<file path="config.mk">
export PLATFORM = sky130hd
export DESIGN_NAME = wb_sdram_bridge
export DESIGN_NICKNAME = d
export VERILOG_FILES = /design/src/rtl/wb_sdram_bridge.sv
export SDC_FILE = /design/constraint.sdc
export NUM_CORES = 1
export LEC_CHECK = 0
export ABC_CLOCK_PERIOD_IN_PS = 8900
export BUFFER_PORTS_ARGS = -buffer_cell sky130_fd_sc_hd__buf_2
export CAP_MARGIN = 20
export CORE_ASPECT_RATIO = 1.2
export CORE_MARGIN = 10
export CORE_UTILIZATION = 45
export CTS_CLUSTER_DIAMETER = 80
export DETAILED_ROUTE_END_ITERATION = 7
export PLACE_DENSITY = 0.66
export SLEW_MARGIN = 20
export SYNTH_ARGS = -nofsm -noshare
export SYNTH_HDL_FRONTEND = slang
export SYNTH_SLANG_ARGS = --single-unit
</file>
<file path="constraint.sdc">
create_clock -name clk -period 8.9 [get_ports clk]
set_input_delay 0.89 -clock clk [delete_from_list [all_inputs] [get_ports clk]]
set_output_delay 0.89 -clock clk [all_outputs]
set_load 0.03 [all_outputs]
</file>
<file path="src/rtl/wb_sdram_bridge.sv">
// wb_sdram_bridge
//   Wishbone slave front end for the sdram_controller user port.
//   - Decodes adr[31:24] against N_REGIONS prefixes; the lowest matching
//     region wins. Unmapped addresses get a one-cycle err pulse.
//   - Remaps each region onto its own share of the four SDRAM banks.
//   - Posts writes into a small FIFO and acks them straight away. The FIFO
//     drains to the controller whenever no read is in flight.
//   - Runs one read at a time, and only once the FIFO is empty, so a read
//     always sees earlier writes. A read that gets no data within
//     RD_TIMEOUT cycles ends with err and returns zero data.
// Ports:
//   clk, rst                      clock, synchronous active-high reset
//   wbs_stb_i .. wbs_dat_i        Wishbone slave request side
//   wbs_ack_o, wbs_err_o          single-cycle response pulses
//   wbs_dat_o                     read data, held until the next read completes
//   ctrl_addr .. ctrl_in_valid    controller request (held while ctrl_busy)
//   ctrl_busy                     controller back-pressure
//   ctrl_rdata, ctrl_out_valid    controller read return
//   wfifo_level                   posted-write FIFO occupancy
module wb_sdram_bridge #(
  parameter int                     N_REGIONS     = 2,
  parameter logic [N_REGIONS*8-1:0] REGION_PREFIX = {8'h38, 8'h30},
  parameter int                     ADDR_W        = 23,
  parameter int                     WFIFO_DEPTH   = 4,
  parameter int                     RD_TIMEOUT    = 255
) (
  input  logic                           clk,
  input  logic                           rst,
  input  logic                           wbs_stb_i,
  input  logic                           wbs_cyc_i,
  input  logic                           wbs_we_i,
  input  logic [3:0]                     wbs_sel_i,
  input  logic [31:0]                    wbs_adr_i,
  input  logic [31:0]                    wbs_dat_i,
  output logic                           wbs_ack_o,
  output logic                           wbs_err_o,
  output logic [31:0]                    wbs_dat_o,
  output logic [ADDR_W-1:0]              ctrl_addr,
  output logic                           ctrl_rw,
  output logic [31:0]                    ctrl_wdata,
  output logic [3:0]                     ctrl_wmask,
  output logic                           ctrl_in_valid,
  input  logic                           ctrl_busy,
  input  logic [31:0]                    ctrl_rdata,
  input  logic                           ctrl_out_valid,
  output logic [$clog2(WFIFO_DEPTH):0]   wfifo_level
);

  localparam int PTR_W     = $clog2(WFIFO_DEPTH);
  localparam int CNT_W     = $clog2(RD_TIMEOUT + 1);
  localparam int BANKS_PER = 4 / N_REGIONS;
  localparam int ENTRY_W   = ADDR_W + 32 + 4;

  localparam logic [PTR_W:0]   LVL_ONE  = (PTR_W + 1)'(1);
  localparam logic [PTR_W:0]   LVL_FULL = (PTR_W + 1)'(WFIFO_DEPTH);
  localparam logic [PTR_W-1:0] PTR_ONE  = PTR_W'(1);
  localparam logic [CNT_W-1:0] CNT_ONE  = CNT_W'(1);
  localparam logic [CNT_W-1:0] CNT_LAST = CNT_W'(RD_TIMEOUT - 1);

  typedef enum logic [2:0] {IDLE, WR_ISSUE, RD_ISSUE, RD_WAIT, RESP} state_t;

  state_t state_reg, state_next;

  // ---------------- address decode and bank remap ----------------
  logic [N_REGIONS-1:0] hit_vec;
  logic                 hit;
  logic [1:0]           region;
  logic [1:0]           bank;
  logic [ADDR_W-1:0]    map_addr;
  logic                 unused_adr;

  generate
    for (genvar gi = 0; gi < N_REGIONS; gi++) begin : g_region
      assign hit_vec[gi] = (wbs_adr_i[31:24] == REGION_PREFIX[gi*8 +: 8]);
    end
  endgenerate

  // Scan from the top so the lowest matching region is written last.
  always_comb begin
    hit    = 1'b0;
    region = 2'd0;
    for (int r = N_REGIONS - 1; r >= 0; r--) begin
      if (hit_vec[r]) begin
        hit    = 1'b1;
        region = 2'(r);
      end
    end
  end

  // Each region owns BANKS_PER consecutive banks; adr[9:8] picks within them.
  assign bank     = 2'((int'(wbs_adr_i[9:8]) % BANKS_PER) + int'(region) * BANKS_PER);
  assign map_addr = ADDR_W'({wbs_adr_i[22:10], bank, wbs_adr_i[7:0]});
  assign unused_adr = wbs_adr_i[23];

  // ---------------- request qualification ----------------
  logic ack_reg, ack_next;
  logic err_reg, err_next;
  logic req, wr_hit_req, rd_hit_req, miss_req;

  // A cycle that already shows ack/err is the tail of the previous transfer.
  assign req        = wbs_stb_i & wbs_cyc_i & ~ack_reg & ~err_reg;
  assign wr_hit_req = req & hit & wbs_we_i;
  assign rd_hit_req = req & hit & ~wbs_we_i;
  assign miss_req   = req & ~hit;

  // ---------------- posted-write FIFO ----------------
  // The head entry drives the controller in the cycle it becomes valid, so
  // the storage is read asynchronously.
  logic [ENTRY_W-1:0] fifo_mem [WFIFO_DEPTH];
  logic [PTR_W-1:0]   wr_ptr_reg, rd_ptr_reg;
  logic [PTR_W:0]     level_reg, level_next;
  logic [ENTRY_W-1:0] head;
  logic               full, push, pop, drain;

  assign full  = (level_reg == LVL_FULL);
  assign push  = wr_hit_req & ~full;
  assign drain = (level_reg != '0) && (state_reg == IDLE || state_reg == WR_ISSUE);
  assign pop   = drain & ~ctrl_busy;
  assign head  = fifo_mem[rd_ptr_reg];

  always_comb begin
    level_next = level_reg;
    case ({push, pop})
      2'b10:   level_next = level_reg + LVL_ONE;
      2'b01:   level_next = level_reg - LVL_ONE;
      default: level_next = level_reg;
    endcase
  end

  always_ff @(posedge clk) begin
    if (push) begin
      fifo_mem[wr_ptr_reg] <= {map_addr, wbs_dat_i, wbs_sel_i};
    end
  end

  always_ff @(posedge clk) begin
    if (rst) begin
      wr_ptr_reg <= '0;
      rd_ptr_reg <= '0;
      level_reg  <= '0;
    end else begin
      if (push) wr_ptr_reg <= wr_ptr_reg + PTR_ONE;
      if (pop)  rd_ptr_reg <= rd_ptr_reg + PTR_ONE;
      level_reg <= level_next;
    end
  end

  // ---------------- control FSM ----------------
  logic [CNT_W-1:0]  cnt_reg, cnt_next;
  logic [ADDR_W-1:0] rd_addr_reg, rd_addr_next;
  logic [31:0]       dat_reg, dat_next;

  always_ff @(posedge clk) begin
    if (rst) begin
      state_reg   <= IDLE;
      cnt_reg     <= '0;
      rd_addr_reg <= '0;
      dat_reg     <= '0;
      ack_reg     <= 1'b0;
      err_reg     <= 1'b0;
    end else begin
      state_reg   <= state_next;
      cnt_reg     <= cnt_next;
      rd_addr_reg <= rd_addr_next;
      dat_reg     <= dat_next;
      ack_reg     <= ack_next;
      err_reg     <= err_next;
    end
  end

  always_comb begin
    state_next   = state_reg;
    cnt_next     = cnt_reg;
    rd_addr_next = rd_addr_reg;
    dat_next     = dat_reg;
    ack_next     = push;
    err_next     = miss_req;
    case (state_reg)
      IDLE: begin
        if (level_reg != '0) begin
          // A single entry drained right here needs no trip through WR_ISSUE.
          if (level_next != '0) state_next = WR_ISSUE;
        end else if (rd_hit_req) begin
          state_next   = RD_ISSUE;
          rd_addr_next = map_addr;
        end
      end
      WR_ISSUE: begin
        if (level_next == '0) state_next = IDLE;
      end
      RD_ISSUE: begin
        if (!ctrl_busy) begin
          state_next = RD_WAIT;
          cnt_next   = '0;
        end
      end
      RD_WAIT: begin
        // Data arriving on the last allowed cycle still counts as success.
        if (ctrl_out_valid) begin
          state_next = RESP;
          ack_next   = 1'b1;
          dat_next   = ctrl_rdata;
        end else if (cnt_reg == CNT_LAST) begin
          state_next = RESP;
          err_next   = 1'b1;
          dat_next   = '0;
        end else begin
          cnt_next = cnt_reg + CNT_ONE;
        end
      end
      RESP: begin
        // ack/err is already showing this cycle; even after a master abort
        // the pulse is emitted and simply ignored by the bus.
        state_next = IDLE;
      end
      default: state_next = IDLE;
    endcase
  end

  // ---------------- outputs ----------------
  always_comb begin
    ctrl_in_valid = 1'b0;
    ctrl_rw       = 1'b0;
    ctrl_addr     = '0;
    ctrl_wdata    = '0;
    ctrl_wmask    = '0;
    if (drain) begin
      ctrl_in_valid = 1'b1;
      ctrl_rw       = 1'b1;
      ctrl_addr     = head[ENTRY_W-1 -: ADDR_W];
      ctrl_wdata    = head[35:4];
      ctrl_wmask    = head[3:0];
    end else if (state_reg == RD_ISSUE) begin
      ctrl_in_valid = 1'b1;
      ctrl_addr     = rd_addr_reg;
    end
  end

  assign wbs_ack_o   = ack_reg;
  assign wbs_err_o   = err_reg;
  assign wbs_dat_o   = dat_reg;
  assign wfifo_level = level_reg;

endmodule

</file>
==> flow_metrics.env <==
export IMPL_stdcell_area_um2=14600
export IMPL_cts_hold_buf=0
export IMPL_synth_edf_count=236
export IMPL_dp_cells=1275
export IMPL_finalCritPeriodShare=0.431
export IMPL_drv_cap=0
export IMPL_synth_nets=896
export IMPL_via_per_inst=5.62
export IMPL_hold_viol_final=0
export IMPL_ant_nets=0
export IMPL_vdd_drop_max_v=0.000219
export IMPL_clock_path_buffers=3
export IMPL_cp_start_kind="register"
export IMPL_reg2reg_depth=11
export IMPL_placementRows=66
export IMPL_cp_slowest_cell="dfxtp_4"
export IMPL_grt_max_degree=77
export IMPL_place_ws_ps=5050
export IMPL_crit_arrival_ps=2950
export IMPL_antenna_found_initial=4
export IMPL_async_flop_share=0
export IMPL_post_dp_cell_area_um2=13600
export IMPL_syn_area_um2=12300
export IMPL_p_seq_frac=0.551
export IMPL_path_clk_slew_ps=60
export IMPL_status="completed"
export IMPL_finalClockSkew_ps=15.6
export IMPL_coreArea_um2=27100
export IMPL_netlist_instances=781
export IMPL_hold_depth=2
export IMPL_p_leak_nw=5.05
export IMPL_switching_share=0.199
export IMPL_internal_power_mw=2.28
export IMPL_layout_min_cycle_time_ps=3840
export IMPL_r2r_start="wfifo_level[0]"
export IMPL_yosys_most_used_dff="edfxtp_1"
export IMPL_hold_class="register to register"
export IMPL_r2r_end="state_reg[0]"
export IMPL_end_kind="output port"
export IMPL_h_tree_depth=1
export IMPL_place_gp_congestion=0.745
export IMPL_io_pins=205
export IMPL_crit_family="buffers and inverters"
export IMPL_cp_required_ps=8010
export IMPL_power_density_nw_per_um2=195
export IMPL_setup_violations_final=0
export IMPL_final_layout_size_suffix_gt1_frac=0.332
export IMPL_stdcell_count=1334
export IMPL_vias=7496
export IMPL_layout_commonest_cell="edfxtp_1"
export IMPL_fin_nets=1083
export IMPL_tightest_slew_ps=1040
export IMPL_io_buffers=202
export IMPL_ff2ff_setup_slack_ps=5830
export IMPL_rsz0062_at_grt="false"
export IMPL_layout_common_cells="236 x edfxtp_1, 202 x buf_2, 75 x dfxtp_1, 65 x a21oi_1, 60 x o21ai_0"
export IMPL_grt_pass1_wl_um=44200
export IMPL_finalWorstSetupSlack_ps=5060
export IMPL_start_util=0.455
export IMPL_whs_endpoint="wbs_dat_o[12]"
export IMPL_clock_latency_ps=550
export IMPL_hp_start="wbs_dat_o[12]"
export IMPL_fmax_mhz=260
export IMPL_critPathMaxFanout=35
export IMPL_cts_resized_gates=0
export IMPL_yosysWarnings=0
export IMPL_die_w_um=171
export IMPL_slowest_delay_ps=690
export IMPL_avgSynthCellArea_um2=15.8
export IMPL_synth_distinct_cells=47
export IMPL_finalSetupTns_ps=0
export IMPL_drv_slew=0
export IMPL_cts_tree="done"
export IMPL_ys_ff_latch=313
export IMPL_cts_buffers=31
export IMPL_grt_use_total=0.161
export IMPL_clockRootBuffer="clkbuf_16"
export IMPL_wirelength_um=28600
export IMPL_path_buf_inv=2
export IMPL_cts_setup_buffers=0
export IMPL_slew_headroom=0.302
export IMPL_routedWlPerCell_um=21.5
export IMPL_place_hpwl_um=16800
export IMPL_grt_pass1_vias=7807
export IMPL_cts_sinks=313
export IMPL_largest_register_ffs=236
export IMPL_drtIter0Drc=463
export IMPL_grt_overflow=0
export IMPL_drc=0
export IMPL_switching_power_uw=564
export IMPL_timing_hold_ws_ps=472
export IMPL_dieArea_um2=34400
export IMPL_area_growth_pct=18.5
export IMPL_clkPwrFrac=0.431
export IMPL_yosysSeqAreaShare=0.701
export IMPL_share_comb_of_total_power=0.018
export IMPL_critical_path_class="register to output port"
export IMPL_worstPathCellList="buf_4, mux4_2, a22o_1, buf_2"
export IMPL_first_pass_iters=5
export IMPL_die_h_um=201
## through the flow
stage	utilization	power (mW)
2_1_floorplan	-	1.61
3_3_place_gp	0.504	1.65
3_5_place_dp	0.504	1.65
4_1_cts	0.539	2.87
5_1_grt	0.539	2.94
6_report	0.539	2.84
## worst min-delay path: cells and delay by family, from the launching register on
kind | cells | cell delay (ps)
AOI/OAI and AO/OA | 2 | 120
DFF | 1 | 300
## cell usage after synthesis (2+ instances only)
library cell	number	area [µm²]
nand2_1	40	150
ha_1	7	87.6
edfxtp_1	236	7090
clkbuf_1	46	173
nor3_1	7	35.0
o21ai_0	60	300
mux4_2	59	1330
o31ai_1	2	15.0
or4_1	7	52.6
and3_1	4	25.0
a21boi_1	2	15.0
o21ai_1	3	15.0
nand3_1	6	30.0
buf_6	2	22.5
nand4bb_1	3	33.8
mux2i_1	5	50.1
nand4_1	25	156
o21bai_1	3	22.5
nor2_1	8	30.0
a22o_1	23	201
dfxtp_1	77	1540
or3_1	8	50.1
a2111oi_0	2	17.5
nor4_2	2	25.0
inv_1	10	37.5
xor2_1	2	17.5
and2_1	37	231
a21oi_1	65	325
buf_2	9	45.0
nor3b_1	4	30.0
## worst max-delay path by stage
stage | endpoint | cells past startpoint | slack (ps)
2_1_floorplan | fifo_mem[0][0] | 4 | 5070
3_5_place_dp | state_reg[0] | 11 | 5050
5_1_grt | ctrl_addr[5] | 4 | 4780
4_1_cts | ctrl_addr[5] | 4 | 4910
3_3_place_gp | state_reg[0] | 11 | 5120
6_report | ctrl_addr[5] | 4 | 5060
## power groups by stage
stage / clock [mW] / combinational, mW / sequential (mW)
final: 1.22 / 0.0526 / 1.57
after global routing: 1.31 / 0.0583 / 1.57
after CTS: 1.25 / 0.0530 / 1.57
after detailed placement: 0 / 0.0527 / 1.60
after global placement: 0 / 0.0509 / 1.60
after floorplan: 0 / 0.0130 / 1.60
## cell type report
class	instances	area (µm²)
clock buffer	35	791
multi-input combinational	400	3460
timing repair buffer	212	1090
fill	2231	12500
sequential	313	8640
antenna	1	2.50
clock inverter	23	161
inverter	10	37.5
tap	340	425
## per-layer routing
metal,GRT usage,wire [µm],vias to the layer above
met5,0,34,-
met4,0.0317,376,6
met3,0.0550,2790,34
met2,0.269,13900,269
met1,0.198,11600,3749
li1,-,-,3438
## cell families after synthesis
family	share of synthesized area
AOI/OAI and AO/OA	0.0761
xor gates and xnor gates	0.00213
buffers and inverters	0.0229
muxes	0.112
adders and majority gates	0.00874
DFF	0.701
and+or+nand+nor	0.0777
(Power assumes the default switching activity.)
